--- config.mk ---
export PLATFORM = sky130hd
export DESIGN_NAME = parallel_op_join
export DESIGN_NICKNAME = d
export VERILOG_FILES = /design/src/rtl/parallel_op_join.sv
export SDC_FILE = /design/constraint.sdc
export NUM_CORES = 1
export LEC_CHECK = 0
export ABC_CLOCK_PERIOD_IN_PS = 2050
export BUFFER_PORTS_ARGS = -buffer_cell sky130_fd_sc_hd__buf_4
export CAP_MARGIN = 20
export CORE_UTILIZATION = 45
export CTS_CLUSTER_DIAMETER = 200
export DETAILED_ROUTE_END_ITERATION = 12
export PLACE_DENSITY = 0.68
export SYNTH_ARGS = -nofsm -noshare
export SYNTH_HDL_FRONTEND = slang
export SYNTH_SLANG_ARGS = --single-unit
export TNS_END_PERCENT = 10
--- constraint.sdc ---
create_clock -name clk -period 2.05 [get_ports clk]
set_input_delay 0.615 -clock clk [delete_from_list [all_inputs] [get_ports clk]]
set_output_delay 0.615 -clock clk [all_outputs]
set_load 0.02 [all_outputs]
--- src/rtl/parallel_op_join.sv ---
// Fork a bitwise op across parallel lanes, each with its own delay,
// and join once every lane has completed.
module parallel_op_join #(
  parameter int WIDTH    = 1,
  parameter int CHANNELS = 2,
  parameter int DLY_W    = 4
) (
  input  logic                      clk,
  input  logic                      rst,
  input  logic                      in_valid,
  output logic                      in_ready,
  input  logic [WIDTH-1:0]          a,
  input  logic [CHANNELS*WIDTH-1:0] b,
  input  logic [CHANNELS*DLY_W-1:0] dly,
  input  logic [1:0]                op,
  input  logic                      abort,
  output logic [CHANNELS*WIDTH-1:0] out,
  output logic [CHANNELS-1:0]       ch_done,
  output logic                      out_valid,
  input  logic                      out_ready
);

  typedef enum logic [1:0] {
    S_IDLE,
    S_RUN,
    S_DONE
  } state_t;

  state_t r_state;
  state_t w_state_nxt;

  logic [WIDTH-1:0]          r_a;
  logic [CHANNELS*WIDTH-1:0] r_b;
  logic [1:0]                r_op;
  logic [DLY_W-1:0]          r_cnt [CHANNELS];
  logic [CHANNELS*WIDTH-1:0] r_out;
  logic [CHANNELS-1:0]       r_done;

  logic [CHANNELS-1:0]       w_fin;
  logic                      w_all;
  logic [CHANNELS*WIDTH-1:0] w_res;

  // A lane finishes on the edge its counter is seen at zero.
  always_comb begin
    w_fin = '0;
    w_res = '0;
    for (int i = 0; i < CHANNELS; i++) begin
      w_fin[i] = ~r_done[i] && (r_cnt[i] == '0);
      case (r_op)
        2'b00:   w_res[i*WIDTH +: WIDTH] = r_a & r_b[i*WIDTH +: WIDTH];
        2'b01:   w_res[i*WIDTH +: WIDTH] = r_a | r_b[i*WIDTH +: WIDTH];
        2'b10:   w_res[i*WIDTH +: WIDTH] = r_a ^ r_b[i*WIDTH +: WIDTH];
        default: w_res[i*WIDTH +: WIDTH] = ~(r_a & r_b[i*WIDTH +: WIDTH]);
      endcase
    end
  end

  assign w_all = &(r_done | w_fin);

  always_comb begin
    w_state_nxt = r_state;
    case (r_state)
      S_IDLE: if (in_valid) w_state_nxt = S_RUN;
      S_RUN: begin
        if (abort)      w_state_nxt = S_IDLE;
        else if (w_all) w_state_nxt = S_DONE;
      end
      S_DONE: if (out_ready) w_state_nxt = S_IDLE;
      default: w_state_nxt = S_IDLE;
    endcase
  end

  always_ff @(posedge clk) begin
    if (rst) r_state <= S_IDLE;
    else     r_state <= w_state_nxt;
  end

  always_ff @(posedge clk) begin
    if (rst) begin
      r_a    <= '0;
      r_b    <= '0;
      r_op   <= '0;
      r_out  <= '0;
      r_done <= '0;
      for (int i = 0; i < CHANNELS; i++) r_cnt[i] <= '0;
    end else begin
      case (r_state)
        S_IDLE: begin
          if (in_valid) begin
            r_a    <= a;
            r_b    <= b;
            r_op   <= op;
            r_done <= '0;
            for (int i = 0; i < CHANNELS; i++)
              r_cnt[i] <= dly[i*DLY_W +: DLY_W];
          end
        end
        S_RUN: begin
          // Abort beats any completion landing on the same edge.
          if (abort) begin
            r_done <= '0;
          end else begin
            for (int i = 0; i < CHANNELS; i++) begin
              if (w_fin[i]) begin
                r_out[i*WIDTH +: WIDTH] <= w_res[i*WIDTH +: WIDTH];
                r_done[i]               <= 1'b1;
              end else if (!r_done[i]) begin
                r_cnt[i] <= r_cnt[i] - 1'b1;
              end
            end
          end
        end
        default: ;
      endcase
    end
  end

  assign in_ready  = (r_state == S_IDLE);
  assign out_valid = (r_state == S_DONE);
  assign out       = r_out;
  assign ch_done   = r_done;

endmodule
==> results by group, run 1 <==
Detailed routing
  – Vias: 899
  – M1 WL: 1010 um
  – Routed WL: 2216 um
  – Met3 routed WL: 95 um
  – Via density: 5.482
  – Met2 WL: 1093 um
  – ANT nets after route: 0
  – WL/cell: 13.51 um
  – Uppermost layer routed: met4
  – DRC violations left: 0
  – DRT iter0 DRCs: 15
  – DRT Pass-1 Iters: 4

GRT
  – Initial antenna violation count: 0
  – Vias in the first global route: 785
  – GRT Residual Overflow: 0
  – Tot GR Track Use: 18.31%
  – First-pass GRT wire length: 3594 um
  – Largest net degree at the start of global routing: 16

STA
  – Slew HR: 68.18%
  – Clk_skew: 8.464 ps
  – Final hold viol count: 0
  – Setup-failing EPs final: 0
  – Slew @ Worst Pin: 474.7 ps
  – RSZ-0062 raised after global routing: no
  – Max Clock Freq: 540.0 MHz
  – Min Tclk post-route: 1852 ps
  – Max-slew violation total from the final report: 0
  – Final critical-path share of the clock period: 90.34%
  – Total Neg Setup Slack: 0 ps

Min path
  – Worst hold start: out[1]$_SDFFE_PP0P_
  – Hold/Removal Path Class: reg2reg
  – Hold EP: out[1]$_SDFFE_PP0P_
  – WHS Path Cells: 2

Yosys
  – Cell area after synthesis: 1149 um2
  – #FFs+latches synth: 19
  – Post-synth top area share: 20.92%
  – Most frequent cells after synthesis: 11 x dfxtp_1, 10 x nor2_1, 8 x edfxtp_1, 8 x inv_1, 7 x ha_1
  – Sequential-to-total area share from yosys stat: 40.09%
  – Main flop type after synthesis: dfxtp_1
  – Largest area contributor in the netlist: edfxtp_1
  – Mean post-synth cell area: 10.64 um2
  – Synth Warn #: 0
  – Cells after synthesis: 108
  – Cell variety after synth: 35
  – Ys async rst share: 0%
  – Number of enable flip-flop cells after synthesis: 8
  – Synth top area cells: edfxtp_1 21%, dfxtp_1 19%, ha_1 7.6%
  – Mapped Nets: 133
  – Top-count cell post-synth: dfxtp_1

Layout
  – Layout cell share with drive strength beyond 1: 30.15%
  – Fillers: 218
  – Synthesis-to-finish area growth: 21.35%
  – Non-Filler Instances: 164
  – Nets@finish: 162
  – Ant diodes: 0

Floorplanning
  – Die X: 52.52 um
  – Total core area: 2318 um2
  – Initial Util: 49.54%
  – I/O pin total: 24
  – Row count: 17
  – Die span in y: 52.52 um
  – DIE AREA: 2758 um2

Run
  – Max cap viols: 0

Placed design
  – Post-Place Cells: 160
  – Hpwl dp: 1707 um
  – Port Buffers: 23
  – Gpl congestion: 0.7491

Setup path
  – Worst r2r src: r_cnt[0][4]$_DFFE_PP_
  – Setup slack, reg-to-reg: 210 ps
  – Critical-path top delay cell: dfxtp_1
  – Crit path max fanout: 10
  – Critical Path End Type: primary output
  – Cells on worst reg2reg path: 5
  – CP cell instances: nor2b_1 -> buf_4
  – R2R Path End: r_cnt[0][6]$_DFFE_PP_
  – Worst path arrival time: 1240 ps
  – Crit-path max cell delay: 560 ps
  – Data required, critical path: 1430 ps
  – Crit Path Class: reg2out
  – CP startpoint kind: flop

Clock network
  – Post-CTS Setup Inserts: 0
  – Bufs on Longest Clock Path: 2
  – Post-CTS sizing: 0
  – CTS tree: built
  – Clock Sinks: 19
  – Clock Latency Late Sink: 300 ps
  – H-tree levels: 1
  – Root Buffer Master: clkbuf_4
  – Clock transition at the registers of the reported paths: 110 ps
  – Cts bufs inserted: 3
  – CTS hold repair buffers: 0

Pwr
  – Static leakage: 0.5826 nW
  – Pwr dens: 628.8 nW/um2
  – Maximum vdd drop: 0.4679 mV

Outcome
  – Result of the run: complete, no violations
## cell families after synthesis
logic type | synth area share (%)
AOI/OAI and AO/OA | 18.19
xor gates and xnor gates | 3.050
adders and majority gates | 7.625
buffers and inverters | 5.010
DFF | 40.09
muxes | 5.229
and+or+nand+nor | 20.81
## cell type report
cell class | count | area (um2) | area share (%)
Clock buffer | 3 | 22.52 | 1.616
Clock inverter | 1 | 5.005 | 0.3591
Inverter | 8 | 30.03 | 2.154
Multi-Input combinational cell | 77 | 630.6 | 45.24
Sequential cell | 19 | 460.4 | 33.03
Tap cell | 28 | 35.03 | 2.513
Timing Repair Buffer | 28 | 210.2 | 15.08
## placed cells by master (no fill, tap or decap), types with 3 or more instances in the layout
cell / Yosys / final
buf_4: 1 / 28
dfxtp_1: 11 / 11
nor2_1: 10 / 10
inv_1: 8 / 8
edfxtp_1: 8 / 8
ha_1: 7 / 7
a32o_1: 6 / 6
mux2i_1: 6 / 6
nand2_1: 5 / 5
xor2_1: 4 / 4
o31ai_1: 4 / 4
a21oi_1: 4 / 4
nor2b_1: 3 / 3
o21ai_0: 3 / 3
clkbuf_4: 0 / 3
## layer usage
layer | GRT usage [%] | vias to the layer above
met4 | 5.263 | 0
met3 | 6.667 | 2
li1 | - | 455
met1 | 23.96 | 425
met5 | 0 | -
met2 | 28.06 | 17
## worst max-delay path by stage
stage | startpoint | end | cells past startpoint
final | r_state[1]$_SDFFE_PP0P_ | out_valid | 2
after global routing | r_cnt[0][0]$_DFFE_PP_ | r_cnt[0][0]$_DFFE_PP_ | 5
after CTS | r_state[1]$_SDFFE_PP0P_ | out_valid | 2
after detailed placement | abort | r_cnt[0][3]$_DFFE_PP_ | 5
after global placement | abort | r_cnt[0][3]$_DFFE_PP_ | 5
after floorplan | abort | r_cnt[0][0]$_DFFE_PP_ | 3
## report_power, final
part,leakage (nW),total [mW],internal [mW],switching (mW)
Combinational,0.388,0.228,0.116,0.112
Clock,0.0177,0.187,0.0727,0.115
Sequential,0.177,0.461,0.431,0.0302
Total,0.583,0.876,0.620,0.257
## critical path, delay by kind of cell, from the launching register on
family	cells	cell delay (ps)
flops	1	560
simple gates	1	220
buf+inv	1	160
## registers in the layout, summed over array words and instances (netlist names)
| register | flops |
|---|---|
| r_a | 1 |
| r_op | 2 |
| out | 2 |
| r_b | 2 |
| ch_done | 2 |
| r_cnt | 8 |
| r_state | 2 |
## metrics by stage
stage                     hold WS (ps)  power, mW  util [%]  setup WS (ps)  instance area, um2
after CTS                        528.7     0.8905     60.12          178.4                1394
after global placement           507.1     0.6935     58.93          74.08                1366
after floorplan                  487.1     0.6196         -          176.4                1149
after global routing             531.2     0.9307     60.12          70.93                1394
final                            534.8     0.8764     60.12          198.0                1394
after detailed placement         516.7     0.6996     58.93          80.92                1366
(Power assumes the default switching activity.)
==> run 2: changes to the inputs <==
Settings changed: RECOVER_POWER from default to 50.
==> run 2 against run 1 <==
  * Largest power group unchanged
  * Sequential cell count is the same
  * Worst hold slack lost 2.6 ps
  * Design area shrank 2.2%
  * Worst setup slack lost 6.1 ps
==> results by group, run 2 (synthesis results as in run 1) <==
Floorplanning
  – Initial Util: 49.54% (unchanged)
  – I/O pin total: 24 (unchanged)
  – Total core area: 2318 um2 (unchanged)
  – DIE AREA: 2758 um2 (unchanged)
  – Row count: 17 (unchanged)
  – Die span in y: 52.52 um (unchanged)
  – Die X: 52.52 um (unchanged)

STA
  – RSZ-0062 raised after global routing: no
  – Max-slew violation total from the final report: 0 (unchanged)
  – Setup-failing EPs final: 0 (unchanged)
  – Clk_skew: 8.235 ps (-0.2282 ps)
  – Slew @ Worst Pin: 483.6 ps (+8.913 ps)
  – Total Neg Setup Slack: 0 ps (unchanged)
  – Max Clock Freq: 538.2 MHz (-0.33%)
  – Slew HR: 67.76% (-0.42 points)
  – Final hold viol count: 0 (unchanged)
  – Final critical-path share of the clock period: 90.64% (+0.30 points)
  – Min Tclk post-route: 1858 ps (+6.090 ps)

Clock network
  – Clock transition at the registers of the reported paths: 110 ps (about the same)
  – Post-CTS Setup Inserts: 0 (unchanged)
  – H-tree levels: 1 (unchanged)
  – Root Buffer Master: clkbuf_4
  – CTS hold repair buffers: 0 (unchanged)
  – Post-CTS sizing: 0 (unchanged)
  – Clock Latency Late Sink: 300 ps (about the same)
  – Clock Sinks: 19 (unchanged)
  – Cts bufs inserted: 3 (unchanged)
  – Bufs on Longest Clock Path: 2 (unchanged)
  – CTS tree: built

GRT
  – GRT Residual Overflow: 0 (unchanged)
  – Vias in the first global route: 785 (unchanged)
  – Tot GR Track Use: 18.31% (unchanged)
  – Initial antenna violation count: 0 (unchanged)
  – First-pass GRT wire length: 3594 um (unchanged)
  – Largest net degree at the start of global routing: 16 (unchanged)

Setup path
  – Crit Path Class: reg2reg
  – Worst path arrival time: 1920 ps (+680 ps)
  – CP startpoint kind: flop
  – Crit path max fanout: 7 (-3)
  – Data required, critical path: 2110 ps (+680 ps)
  – Critical Path End Type: flop

Layout
  – Final instance area: 1364 um2 (-2.2%)
  – Commonest non-fill, non-tap cell in the layout: buf_4
  – Synthesis-to-finish area growth: 18.74%
  – Ant diodes: 0 (unchanged)
  – Final core area utilization: 58.82% (-1.3 points)
  – Reg with most FFs: r_cnt
  – Layout cell share with drive strength beyond 1: 25.74% (-4.4 points)
  – Nets@finish: 162 (unchanged)
  – Largest register FFs: 8 (unchanged)
  – Most frequent cells in the layout: 23 x buf_4, 11 x dfxtp_1, 10 x nor2_1
  – Fillers: 225 (+3.2%)

Detailed routing
  – Via density: 5.567 (+1.6%)
  – ANT nets after route: 0 (unchanged)
  – DRT iter0 DRCs: 14 (-1)
  – DRT Pass-1 Iters: 4 (unchanged)
  – Routed WL: 2200 um (-0.72%)
  – Vias: 913 (+1.6%)
  – WL/cell: 13.41 um (-0.72%)
  – DRC violations left: 0 (unchanged)

Pwr
  – Maximum vdd drop: 0.4651 mV (-0.60%)
  – Design Power: 0.8691 mW (-0.83%)
  – Static leakage: 0.5589 nW (-4.1%)
  – Pwr dens: 637.3 nW/um2 (+1.3%)

Placed design
  – Port Buffers: 23 (unchanged)
  – Hpwl dp: 1707 um (unchanged)
  – Area after DPL: 1366 um2 (unchanged)
  – Gpl congestion: 0.7491 (unchanged)

Min path
  – Hold/Removal Path Class: reg2reg

Outcome
  – Result of the run: complete, no violations

Run
  – Max cap viols: 0 (unchanged)
## run 2: cell types whose count changed in the layout (fill, tap and decap cells not counted), sizes merged
| cell | change |
|---|---|
| buf | -5 |
| clkbuf | +5 |
## run 2: where the power goes
part / leakage (nW) / switching (mW) / internal, mW
registers: 0.177 / 0.0302 / 0.431
clock network: 0.0177 / 0.115 / 0.0727
logic: 0.364 / 0.111 / 0.109
total: 0.559 / 0.256 / 0.613
## run 2: routing by layer
metal  vias up  share of wire (%)  track usage (%)  wire length (um)
li1        456                  -                -                 -
met1       432                 45            23.96               990
met2        23                 49            28.06              1080
met3         2                5.1            6.667               113
met4         0               0.73            5.263                16
met5         -                  0                0                 0
## run 2: layout make-up
cell class / instances / area, um2 / share of cell area (%)
Clock inverter: 1 / 5.005 / 0.3670
Timing Repair Buffer: 28 / 191.4 / 14.04
Tap cell: 28 / 35.03 / 2.569
Clock buffer: 3 / 22.52 / 1.651
Multi-Input combinational cell: 77 / 619.3 / 45.41
Sequential cell: 19 / 460.4 / 33.76
Inverter: 8 / 30.03 / 2.202
## run 2: worst paths after layout
path | to | slack [ps] | startpoint | depth (start not counted)
max | r_cnt[0][6]$_DFFE_PP_ | 190 | r_cnt[0][4]$_DFFE_PP_ | 5
min | out[1]$_SDFFE_PP0P_ | 530 | out[1]$_SDFFE_PP0P_ | 2
max reg2reg | r_cnt[0][6]$_DFFE_PP_ | 190 | r_cnt[0][4]$_DFFE_PP_ | 5
min reg2reg | out[1]$_SDFFE_PP0P_ | 530 | out[1]$_SDFFE_PP0P_ | 2
## run 2: critical path: stages (launching register included)
cell and delay, ps:
edfxtp_1 400, inv_1 90, ha_1 190, nor3b_4 360
o22ai_1 270, a32o_1 310
## run 2: through the flow
stage / setup slack, ps / cells / hold slack, ps
after floorplan: 176.4 / 108 / 487.1
after global placement: 74.08 / 160 / 507.1
after detailed placement: 80.92 / 160 / 516.7
after CTS: 178.4 / 164 / 528.7
after global routing: 70.92 / 164 / 531.4
final: 191.9 / 164 / 532.2
